$ cat src/rtl/pipe_pkg.sv
// pipe_pkg: shared encodings and defaults for the fetch-stage PC logic
package pipe_pkg;
  typedef enum logic [1:0] {BR_REL = 2'd0, BR_J = 2'd1, BR_JR = 2'd2, BR_RSV = 2'd3} br_kind_e;
  typedef enum logic {ST_RUN = 1'b0, ST_HOLD = 1'b1} state_e;
  localparam logic [31:0] DEF_RESET_PC = 32'h0000_3000;
endpackage

$ cat src/rtl/npc_target.sv
// npc_target: combinational branch/jump target and JR alignment check
module npc_target
  import pipe_pkg::*;
(
  input  logic [1:0]  br_kind,
  input  logic [31:0] d_pc,
  input  logic [15:0] imm16,
  input  logic [25:0] instr_index,
  input  logic [31:0] rs_val,
  output logic [31:0] target,
  output logic        misaligned
);
  logic [31:0] w_pc4;
  logic [31:0] w_rel;
  assign w_pc4      = d_pc + 32'd4;
  assign w_rel      = w_pc4 + {{14{imm16[15]}}, imm16, 2'b00};
  assign target     = (br_kind == BR_REL) ? w_rel :
                      (br_kind == BR_J)   ? {w_pc4[31:28], instr_index, 2'b00} :
                                            {rs_val[31:2], 2'b00};
  assign misaligned = (br_kind == BR_JR) && (rs_val[1:0] != 2'b00);
endmodule

$ cat src/rtl/pc_redirect_unit.sv
// pc_redirect_unit: fetch PC with delay-slot redirect, stall-held target and JR alignment flag
module pc_redirect_unit
  import pipe_pkg::*;
#(
  parameter logic [31:0] RESET_PC = DEF_RESET_PC
) (
  input  logic        clk,
  input  logic        reset_n,
  input  logic        stall,
  input  logic        br_valid,
  input  logic        br_taken,
  input  logic [1:0]  br_kind,
  input  logic [31:0] d_pc,
  input  logic [15:0] imm16,
  input  logic [25:0] instr_index,
  input  logic [31:0] rs_val,
  output logic [31:0] pc_f,
  output logic        redirect,
  output logic        pending,
  output logic        align_err
);
  state_e      r_state;
  logic [31:0] r_pc;
  logic [31:0] r_tgt;
  logic        r_redirect;
  logic        r_align_err;
  logic [31:0] w_target;
  logic        w_misaligned;
  logic        w_take;

  npc_target u_npc_target (
    .br_kind     (br_kind),
    .d_pc        (d_pc),
    .imm16       (imm16),
    .instr_index (instr_index),
    .rs_val      (rs_val),
    .target      (w_target),
    .misaligned  (w_misaligned)
  );

  assign w_take = br_valid && br_taken && (br_kind != BR_RSV);

  // The D stage is frozen in HOLD, so branch inputs only matter in RUN.
  always_ff @(posedge clk or negedge reset_n) begin
    if (!reset_n) begin
      r_state     <= ST_RUN;
      r_pc        <= RESET_PC;
      r_tgt       <= 32'd0;
      r_redirect  <= 1'b0;
      r_align_err <= 1'b0;
    end else begin
      r_redirect <= 1'b0;
      case (r_state)
        ST_RUN: begin
          if (w_take && w_misaligned) r_align_err <= 1'b1;
          if (w_take && !stall) begin
            r_pc       <= w_target;
            r_redirect <= 1'b1;
          end else if (w_take) begin
            r_tgt   <= w_target;
            r_state <= ST_HOLD;
          end else if (!stall) begin
            r_pc <= r_pc + 32'd4;
          end
        end
        default: begin
          if (!stall) begin
            r_pc       <= r_tgt;
            r_redirect <= 1'b1;
            r_state    <= ST_RUN;
          end
        end
      endcase
    end
  end

  assign pc_f      = r_pc;
  assign redirect  = r_redirect;
  assign pending   = (r_state == ST_HOLD);
  assign align_err = r_align_err;
endmodule
$ cat config.mk
export PLATFORM = sky130hd
export DESIGN_NAME = pc_redirect_unit
export DESIGN_NICKNAME = d
export VERILOG_FILES = /design/src/rtl/pipe_pkg.sv /design/src/rtl/npc_target.sv /design/src/rtl/pc_redirect_unit.sv
export SDC_FILE = /design/constraint.sdc
export NUM_CORES = 1
export LEC_CHECK = 0
export BUFFER_PORTS_ARGS = -buffer_cell sky130_fd_sc_hd__buf_2
export CAP_MARGIN = 25
export CORE_MARGIN = 2
export CORE_UTILIZATION = 50
export CTS_BUF_LIST = sky130_fd_sc_hd__clkbuf_16
export DETAILED_ROUTE_END_ITERATION = 7
export GPL_TIMING_DRIVEN = 0
export PLACE_DENSITY = 0.8
export SKIP_LAST_GASP = 1
export SYNTH_ARGS = -nofsm -noshare
export SYNTH_HDL_FRONTEND = slang
export SYNTH_SLANG_ARGS = --single-unit
$ cat constraint.sdc
create_clock -name clk -period 2.2 [get_ports clk]
set_clock_uncertainty 0.2 [all_clocks]
set_input_delay 0.44 -clock clk [delete_from_list [all_inputs] [get_ports clk]]
set_output_delay 0.44 -clock clk [all_outputs]
set_load 0.005 [all_outputs]
**Yosys cells after proc, flatten, opt, wreduce, memory -nomap -nowiden**

Index checks and enable logic that the tools add are counted.

- Register bits after elaboration: 67
- Latch bits: 0
- RAM bits: 0
- Memory bits (read-only): 0
- Input port bits: 113
- Logic and storage cells: 41
- Memories kept: 0

- Add/subtract/negate cells: 3
- Multipliers: 0
- Divide/modulo/power cells: 0
- $lt $le $gt $ge: 0
- Equal/unequal tests: 6
- Shift-type cells: 0
- Muxes and demuxes: 14
- Bitwise logic cells: 2
- Reductions and logical operators: 11

Operator list:

| kind | number |
|---|---|
| $mux 32 | 7 |
| $add 32x3->32 const B | 2 |
| $add 32x32->32 | 1 |
| $mux 1 | 7 |
| $reduce_and 3->1 | 2 |
| $logic_and 1x1->1 | 5 |
| $ne 2x2->1 const B | 2 |
| $ne 3x1->1 const B | 1 |
| $ne 3x2->1 const B | 1 |
| $eq 2x1->1 const B | 1 |
| $eq 2x2->1 const B | 1 |
| $logic_not 2->1 | 1 |
| $not 1->1 | 2 |
| $reduce_and 2->1 | 1 |
| $reduce_bool 2->1 | 1 |
| $logic_not 1->1 | 1 |

**Logic depth before layout (Yosys ltp)**

- Depth in word-level cells: 5
- Gate-level depth with buffers: 18
- Mapped depth without buffers: 16

**Cells and area by module**

From an unflattened synthesis, not the netlist that was laid out.

- Cells, all modules: 793
- Area total of the unflattened synthesis: 6508.7 µm²

By module, submodules not included:

| module | instances | cells an instance | area each (µm²) |
|---|---|---|---|
| pc_redirect_unit | 1 | 386 | 3819.9 |
| npc_target | 1 | 407 | 2688.8 |

**Least setup slack after synthesis**

Ideal clock, no wire load.

- Path kind: input -> register
- Start: in d_pc[9]
- End: reg r_pc[29], in the netlist pc_f[29]
- Setup time: 0.104 ns
- Arrival: 3.447 ns
- Required time: 1.896 ns
- Slack: -1.551 ns
- Stages: 17
- Path through: and4_4 -> and4_1 -> buf_4 -> nand3_2 -> nor3_1 -> nand2_1 -> xnor2_1 -> ha_1 -> clkbuf_1 -> o21a_1 -> nor4b_1 -> a211oi_1 -> o21ai_0 -> o21ai_0 -> xor2_1 -> o311a_1 -> a221oi_1

- Longest elaborated chain between the ends: 5

Ends and longest elaborated chain:

| what | line | text |
|---|---|---|
| start, declared | pc_redirect_unit.sv:13 | `input logic [31:0] d_pc,` |
| $add 32x3->32 * | npc_target.sv:15 | `assign w_pc4 = d_pc + 32'd4;` |
| $add 32x32->32 / $mux 32 (equally long branches) | npc_target.sv:16, npc_target.sv:18 |  |
| $mux 32 * | npc_target.sv:17 | `assign target = (br_kind == BR_REL) ? w_rel :` |
| $mux 32 * | pc_redirect_unit.sv:56 | `if (w_take && !stall) begin` |
| $mux 32 * | pc_redirect_unit.sv:53 | `case (r_state)` |
| end signal, assigned | pc_redirect_unit.sv:57 | `r_pc <= w_target;` |
| end signal, assigned | pc_redirect_unit.sv:63 | `r_pc <= r_pc + 32'd4;` |
| end signal, assigned | pc_redirect_unit.sv:68 | `r_pc <= r_tgt;` |
| end, declared | pc_redirect_unit.sv:23 | `logic [31:0] r_pc;` |

Every way passes the cells marked *; elsewhere a longest branch is shown, timed or not.
A chain may end at the register's enable or synchronous reset.

**Final worst setup path**

- Start: in d_pc[8]
- End: reg r_pc[28], in the netlist pc_f[28]

The elaborated chain is that of the path after synthesis.

==> results.md <==
- Final cell count without fillers: 1197
- Initial antenna violation count: 0
- GR Util met3: 0.0556
- Clk slew on worst S/H paths: 0.05 ns
- Setup WS pre-CTS: -2.10 ns
- Fill count: 804
- Skew-Pair Late Insertion Delay: approximately 0.34 ns
- Main combinational cell family by area after synthesis: compound AO/OA/AOI/OAI gates
- Setup ws final: -1.81 ns
- Max stage delay on crit path: 0.52 ns
- Maxcap violations: 0
- Dpl cells: 1088
- CP top delay family: simple AND/OR/NAND/NOR gates
- Post-synth EDFFs: 0
- Syn nets: roughly 950
- DRT antenna net count: 0
- # port buffers: 145
- CP max stage cell: or4_4
- GRT busiest layer: met2
- DR iter-0 viols: around 980
- Adder-cell area share of the yosys netlist: 0.0769
- Tmin final: 4.01 ns
- Clk root buf: clkbuf_16
- Failing checks: negative setup slack
- Avg Cell Area, Syn: 7.68 µm²
- Fmax: approximately 250 MHz
- Row count: 40
- XOR/XNOR share of the synthesized area: 0.0974
- Max FO, Critical Path: 4
- FF+latch count, synth: 67
- Die footprint: ~13000 µm²
- Nets@finish: 1195
- Synth cell types: 67
- Synth Area in Simple Gates: 0.225
- LEAKAGE: 4.05 nW
- Worst slew pin tran: 0.866 ns
- Area Overhead vs Synth: 49.6%
- Largest net degree at the start of global routing: 68
- Power per Cell Area: 593 nW/µm²
- Die span in x: 115 µm
- Hold Violations, Final: 0
- Vert. Die Dim: between 100 and 150 µm
- CTS tree: yes
- Vias in the first global route: ~7100
- Setup TNS: -63.12 ns
- Routability Congestion: 0.989
- Core Area: 12000 µm²
- Crit-path cells: buf_8, and4_4, and4_1, buf_6, nand4_1, nor2_2, xor2_2, ha_1, a21oi_2, o21ai_1, or4_4, nor3_4, nor3_2, a211oi_2, xor2_1, o211ai_1, o221a_2
- Final Max Tran Viols: 0
- Critical Path Source Type: input port
- CTS buffer count: 9
- Relative slew slack: 0.423
- Layout cells sized above 1: 0.395
- Most frequent cells in the layout: buf_2 (135), nand2_1 (104), buf_4 (91), dfrtp_1 (65), nor2_1 (58)
- Vias: 7932
- Most common cell after layout, fill and taps aside: buf_2
- Asr flop ratio synth: 1.00
- DRC: 0
- Tot GR Track Use: 0.355
- M1 GR Usage: 0.432
- WL final: 27200 µm
- CTS H-tree depth: 3
- RSZ-0062 raised after global routing: yes
- Synth Area in Compound Gates: 0.268
- Hold crit path type: in2async
- Max clock buf depth: 2
- Final instance area: 9150 µm²
- Post-synthesis mux area share: 0.0223
- Setup Crit Path Kind: in2reg
- Synth Cell Area: 6110 µm²
- Most used DFF post-synth: dfrtp_1
- Req. time, crit path: 2.23 ns
- Inserted Diodes: 0
- Number of clock sinks: 67
- GR Util met2: 0.602
- First-pass GRT wire length: 36300 µm
- Via density: approximately 6.6
- GR Overflow Total: 0
- Worst path bufs/invs: 2
- # setup viols final: 58
- Critical path endpoint category: flip-flop
- Final Cycle Share: 1.82
- Area after DPL: 7300 µm²
- Worst path arrival time: roughly 4.0 ns
- Maximum vdd drop: 0.527 mV
- Status: finished, violations left
- Post-DP HPWL: 16000 µm
- Starting Density: 0.511
- Hold WS: 0.0121 ns
- I/O pin count: about 150
- Warnings from Yosys: 0
- Pre-antenna DRT Iters: 6
- Gate Count Post-Synth: approximately 800
- Avg WL per Cell: around 23 µm
- Register area share after synthesis: 0.275
-- area by class of cell --
type | count | area (µm²) | share of cell area
clock inverters | 7 | 26.3 | 0.00287
flip-flops and latches | 67 | 1680 | 0.184
repair buffers | 243 | 1570 | 0.172
plain buffers | 37 | 176 | 0.0193
multi-input cells | 671 | 5220 | 0.571
well taps | 147 | 184 | 0.0201
clock buffers | 9 | 225 | 0.0246
inverters | 16 | 60.1 | 0.00657
-- cells by family after synthesis --
logic type                 count (synthesis)
AOI/OAI and AO/OA                        259
xor gates and xnor gates                  68
adders and majority gates                 37
buffers and inverters                     58
DFF                                       67
muxes                                     13
and+or+nand+nor                          294
-- flip-flops by register name, summed over array words and instances (netlist names) --
signal,flops
redirect,1
pending,1
r_tgt,32
pc_f,32
align_err,1
-- Yosys cell counts (all sizes together) (3+ instances only) --
cell type / number / area [µm²]
mux2: 5 / 56.3
and2: 7 / 43.8
clkbuf: 37 / 139
a22oi: 6 / 45.0
o211ai: 10 / 75.1
or3: 6 / 42.5
o21ai: 85 / 425
ha: 36 / 450
o22ai: 8 / 50.1
a21o: 11 / 82.6
o221a: 4 / 45.0
o221ai: 4 / 35.0
xnor2: 46 / 403
nand4: 14 / 87.6
inv: 15 / 56.3
and4: 6 / 55.1
a221oi: 4 / 35.0
a31oi: 4 / 25.0
o31ai: 7 / 52.6
xor2: 22 / 193
nand3: 29 / 150
a211oi: 17 / 128
a21oi: 60 / 300
a221o: 4 / 40.0
nor4: 6 / 37.5
nor2b: 7 / 43.8
o21bai: 3 / 22.5
o32ai: 3 / 26.3
nand2: 114 / 428
o21a: 9 / 67.6
a222oi: 3 / 30.0
nor3: 22 / 115
a22o: 3 / 26.3
nor2: 65 / 244
mux2i: 8 / 80.1
dfrtp: 65 / 1630
buf: 5 / 23.8
nor3b: 3 / 22.5
and3: 7 / 43.8
-- final timing paths --
path / start / to / slack, ns / cells past startpoint
min in group clk: d_pc[0] / r_tgt[0] / 0.18 / 3
setup / recovery: d_pc[8] / pc_f[28] / -1.81 / 17
hold / removal: reset_n / r_tgt[7] / 0.01 / 1
setup reg to reg: pc_f[12] / pc_f[27] / -0.58 / 9
hold reg to reg: align_err / align_err / 0.25 / 2
max in group asynchronous: reset_n / pc_f[25] / 1.22 / 1
-- worst register-to-register path: cells and delay by family (launching register included) --
kind            cells  cell delay [ns]
simple gates        6             1.55
flops               1             0.59
compound gates      3             0.39
-- metrics by stage --
step	util	total power, W
3_5_place_dp	0.610	0.00353
6_report	0.765	0.00542
3_3_place_gp	0.610	0.00349
4_1_cts	0.714	0.00502
5_1_grt	0.765	0.00565
2_1_floorplan	-	0.00288
-- routing by layer --
layer | up-vias | wire (µm) | part of all wire
li1 | 3416 | - | -
met2 | 651 | 12900 | 0.47
met5 | - | 0 | 0
met1 | 3680 | 9590 | 0.35
met4 | 0 | 2080 | 0.077
met3 | 185 | 2640 | 0.097
-- report_power, final --
group,switching [W],internal [W]
logic,0.00129,0.00110
clock network,0.000508,0.000732
registers,0.000288,0.00151
-- what timing repair did --
action	CTS	global route
hold buffers	0	0
setup buffers	65	36
pin swaps	89	94
setup endpoints to repair	61	65
resized for setup	107	87
Note: power is estimated with default switching activity, not from simulation.
